**config.mk**
```make
export PLATFORM = sky130hd
export DESIGN_NAME = result_requantizer
export DESIGN_NICKNAME = d
export VERILOG_FILES = /design/src/rtl/result_requantizer.sv
export SDC_FILE = /design/constraint.sdc
export NUM_CORES = 1
export LEC_CHECK = 0
export ABC_AREA = 0
export CORE_ASPECT_RATIO = 1.4
export CORE_MARGIN = 4
export CORE_UTILIZATION = 41
export DETAILED_ROUTE_END_ITERATION = 10
export PLACE_DENSITY_LB_ADDON = 0.25
export SLEW_MARGIN = 20
export SYNTH_ARGS = -nofsm -noshare
export SYNTH_HDL_FRONTEND = slang
export SYNTH_SLANG_ARGS = --single-unit
```
**constraint.sdc**
```tcl
create_clock -name clk -period 4.6 [get_ports clk]
set_input_delay 0.69 -clock clk [delete_from_list [all_inputs] [get_ports clk]]
set_output_delay 0.69 -clock clk [all_outputs]
set_load 0.1 [all_outputs]
```
**src/rtl/result_requantizer.sv**
```systemverilog
// Requantizes signed accumulator results to unsigned DATA_WIDTH values through a
// 3-stage bias/scale/round pipeline feeding a small output FIFO with sticky overflow.
module result_requantizer #(
    parameter int RESULT_WIDTH  = 16,
    parameter int DATA_WIDTH    = 8,
    parameter int INDEX_WIDTH   = 10,
    parameter int NEURON_AMOUNT = 4,
    parameter logic [RESULT_WIDTH*NEURON_AMOUNT-1:0] BIASES = '0,
    parameter logic [15:0] SCALE_MULT = 16'd16384,
    parameter int SCALE_SHIFT   = 15,
    parameter int OUTPUT_OFFSET = 0,
    parameter int FIFO_DEPTH    = 4
) (
    input  logic                    clk,
    input  logic                    rst,
    input  logic [RESULT_WIDTH:0]   input_result,
    input  logic                    output_ready,
    output logic [DATA_WIDTH-1:0]   output_value,
    output logic [INDEX_WIDTH-1:0]  output_index,
    output logic                    output_enable,
    output logic                    overflow,
    output logic                    busy
);
    localparam int SW  = RESULT_WIDTH + 1;
    localparam int PW  = RESULT_WIDTH + 18;
    localparam int RWD = PW + 1;
    localparam int QW  = ((RWD > 32) ? RWD : 32) + 2;
    localparam int AW  = $clog2(FIFO_DEPTH);
    localparam logic signed [RWD-1:0] HALF = (RWD'(1) << SCALE_SHIFT) >> 1;
    localparam logic signed [QW-1:0]  QMAX = QW'((64'sd1 << DATA_WIDTH) - 64'sd1);

    typedef struct packed {
        logic [DATA_WIDTH-1:0]  value;
        logic [INDEX_WIDTH-1:0] index;
    } entry_t;

    logic [3:1]                     vld_pipe;
    logic [INDEX_WIDTH-1:0]         nidx, idx1, idx2;
    logic signed [SW-1:0]           sum1;
    logic signed [PW-1:0]           prod2;
    entry_t                         ent3;

    logic                           in_vld;
    logic signed [RESULT_WIDTH-1:0] in_acc, bias;
    logic signed [RWD-1:0]          rnd;
    logic signed [QW-1:0]           q;
    logic [DATA_WIDTH-1:0]          qc;

    assign in_vld = input_result[RESULT_WIDTH];
    assign in_acc = input_result[RESULT_WIDTH-1:0];
    assign bias   = BIASES[RESULT_WIDTH*nidx +: RESULT_WIDTH];

    // Round half up in a width that cannot overflow, then offset and clamp.
    always_comb begin
        rnd = (RWD'(prod2) + HALF) >>> SCALE_SHIFT;
        q   = QW'(rnd) + QW'(OUTPUT_OFFSET);
        qc  = q[DATA_WIDTH-1:0];
        if (q < 0)
            qc = '0;
        else if (q > QMAX)
            qc = '1;
    end

    always_ff @(posedge clk) begin
        if (rst) begin
            vld_pipe <= '0;
            nidx     <= '0;
        end else begin
            vld_pipe <= {vld_pipe[2:1], in_vld};
            if (in_vld)
                nidx <= (nidx == INDEX_WIDTH'(NEURON_AMOUNT - 1)) ? '0 : nidx + 1'b1;
        end
    end

    // Data registers carry no reset; the valid bits qualify them.
    always_ff @(posedge clk) begin
        sum1       <= SW'(in_acc) + SW'(bias);
        idx1       <= nidx;
        prod2      <= PW'(sum1) * PW'($signed({1'b0, SCALE_MULT}));
        idx2       <= idx1;
        ent3.value <= qc;
        ent3.index <= idx2;
    end

    entry_t         mem [FIFO_DEPTH];
    logic [AW-1:0]  rd_ptr, wr_ptr;
    logic [AW:0]    count;
    logic           full, pop, push;

    assign full          = (count == (AW+1)'(FIFO_DEPTH));
    assign output_enable = (count != '0);
    assign pop           = output_enable && output_ready;
    assign push          = vld_pipe[3] && (!full || pop);
    assign output_value  = output_enable ? mem[rd_ptr].value : '0;
    assign output_index  = output_enable ? mem[rd_ptr].index : '0;
    assign busy          = (|vld_pipe) || output_enable;

    always_ff @(posedge clk) begin
        if (rst) begin
            rd_ptr   <= '0;
            wr_ptr   <= '0;
            count    <= '0;
            overflow <= 1'b0;
        end else begin
            if (pop)
                rd_ptr <= rd_ptr + 1'b1;
            if (push)
                wr_ptr <= wr_ptr + 1'b1;
            if (push && !pop)
                count <= count + 1'b1;
            else if (pop && !push)
                count <= count - 1'b1;
            if (vld_pipe[3] && !push)
                overflow <= 1'b1;
        end
    end

    always_ff @(posedge clk) begin
        if (push)
            mem[wr_ptr] <= ent3;
    end
endmodule

```
==> qor.txt <==
gpl congestion - 0.7828
Top Ports - 41
CP Max Fanout - 22
commonest cells after routing, fill and taps aside - 93 x dfxtp_1, 72 x edfxtp_1, 40 x clkdlybuf4s50_1
vias after detailed routing - 2706
largest net degree at the start of global routing - 23
post_cts resized - 0
total grt overflow - 0
Worst Setup End Kind - output port
starting density of the core - 0.4222
DRC - 0
final wirelength - 7946 microns
die area - 15330 sq um
Ys Warns - 0
Hold Slack - 0.3245 ns
Final Setup Violations - 0
post-synthesis cell count - 342
cell taking the most area after synthesis - edfxtp_1
wire per inst - 13.70 microns
Lkg Pwr - 2.326 nW
first-pass GRT wire length - 13290 microns
H-tree depth - 4
most common cell after layout, fill and taps aside - dfxtp_1
clock sink count - 165
Ant. Diodes - 0
top cell type's share of synthesized area - 0.3940
Post-synth EDFFs - 72
Primary FF master, synth - dfxtp_1
Met3 Wirelength - 264 microns
met2 WL post-DR - 4134 microns
fin crit share - 0.7882
RSZ-0062 raised after global routing - false
hold crit path type - reg -> reg
wl on met1 - 3390 microns
Rel. slew slack - 0.3468
Total GRT Usage - 0.1134
Max clock buf depth - 2
largest cells by area after synthesis - edfxtp_1 39%, dfxtp_1 34%, mux4_2 7.4%
Buffers on Ports - 40
initial antenna violation count - 0
Fmax - 275.8 MHz
Crit path required time - 3.91 ns
total power - 4.449 mW
Post-DRT Antenna Nets - 0
Slew @ Worst Pin - 0.9798 ns
Clock Latency Late Sink - 0.41 ns
Initial DRC Count - 100
Core ar. - 13000 sq um
TritonCTS clock tree - built
hold buffer count at cts - 0
WHS Path Cells - 0
layout cells sized above 1 - 0.1418
Slew Limit Fails - 0
dpl hpwl - 5178 microns
via density per instance - 4.666
Post-synth ARST share - 0
final hold viol count - 0
sequential share of the synthesized area - 0.7332
width of the chip - 105.8 microns
vias in the first global route - 2791
Worst-path clk slew - 0.06 ns
Max Cap Viol - 0
FF+latch count, synth - 165
Root Driver - clkbuf_16
Mapped Nets - 370
worst r2r path cells - 8
Nets - 418
TritonRoute pass-1 iters - 4
row cnt - 49
Post-CTS Repair Setup Buffers - 0
Max Used Layer - met4
Arrival @ worst endpoint - 2.94 ns
run status - finished, final reports clean
post-synthesis cell area - 5488 sq um
critical path class - reg -> out
P per Cell Area - 671.6 nW/um^2
final setup TNS - 0 ns
count of cell types in the netlist - 42
skew final - 0.01268 ns
Mean Syn Cell Area - 16.05 sq um
Die Y - 144.9 microns
maximum vdd drop - 0.0004742 V
area grow syn2layout - 20.72%
crit path launch type - register
TritonCTS Buffers - 17
clock period minus worst slack - 3.626 ns
[where the power goes]
part	internal, mW	switching (mW)
registers	1.58	0.0489
logic	0.398	1.10
clock network	0.792	0.527
[through the flow]
step	instance area (sq um)	setup WS, ns	utilization	cells
floorplan	5488	1.513	-	342
global placement	6062	1.335	0.4664	549
detailed placement	6062	1.331	0.4664	549
CTS	6625	0.8929	0.5097	580
global route	6625	0.8257	0.5097	580
finish	6625	0.9742	0.5097	580
[cell usage after synthesis (3+ instances only)]
| cell | number |
|---|---|
| or3_1 | 4 |
| nor4_1 | 3 |
| clkbuf_1 | 5 |
| nand3_1 | 9 |
| xnor2_1 | 8 |
| ha_1 | 7 |
| inv_1 | 5 |
| edfxtp_1 | 72 |
| nand2_1 | 8 |
| a21oi_1 | 13 |
| and2_1 | 22 |
| mux2i_1 | 3 |
| dfxtp_1 | 93 |
| nand4_1 | 4 |
| nor2_1 | 22 |
| nor2b_1 | 5 |
| mux4_2 | 18 |
| xor2_1 | 12 |
[worst max-delay path, stage by stage, from the launching register on]
cell and delay [ns]:
dfxtp_1 0.35, or3_1 0.68, or4_1 0.51, clkdlybuf4s50_1 0.99
[layout make-up]
cell class	count	area (sq um)
sequential	165	4024
clock inverter	13	133.9
fill	1133	6372
inverter	5	18.77
tap	178	222.7
multi-input combinational	160	1389
timing repair buffer	41	407.9
clock buffer	18	429.2
[final timing paths]
check	startpoint	endpoint	slack, ns
worst max-delay path	count[0]$_SDFFE_PP0P_	busy	0.97
worst min register to register	sum1[12]$_DFF_P_	prod2[26]$_DFF_P_	0.32
worst min-delay path	sum1[12]$_DFF_P_	prod2[26]$_DFF_P_	0.32
worst max register to register	count[0]$_SDFFE_PP0P_	count[2]$_SDFFE_PP0P_	2.02
[sequential cells by signal (all words and copies together) (netlist names), named ones only]
| register | count |
|---|---|
| mem | 72 |
| prod2 | 16 |
| nidx | 10 |
| ent3 | 18 |
| rd_ptr | 2 |
| wr_ptr | 2 |
| idx1 | 10 |
| count | 3 |
| sum1 | 16 |
| overflow | 1 |
| vld_pipe | 3 |
| idx2 | 10 |
[per-layer routing]
layer | vias to the layer above | GRT usage
met4 | 0 | 0.06480
met2 | 44 | 0.1962
met1 | 1313 | 0.1264
li1 | 1334 | -
met5 | - | 0
met3 | 15 | 0.03151
[cell families (layout without fill, tap and decap cells)]
family	count (synthesis)	count (layout)	share of synthesized area
mux	22	22	0.08140
simple gates	88	88	0.09143
fa+ha+maj	8	8	0.01961
flops	165	165	0.7332
buf+inv	17	77	0.01368
compound gates	22	22	0.02873
xor+xnor	20	20	0.03192
Note: power is estimated with default switching activity, not from simulation.
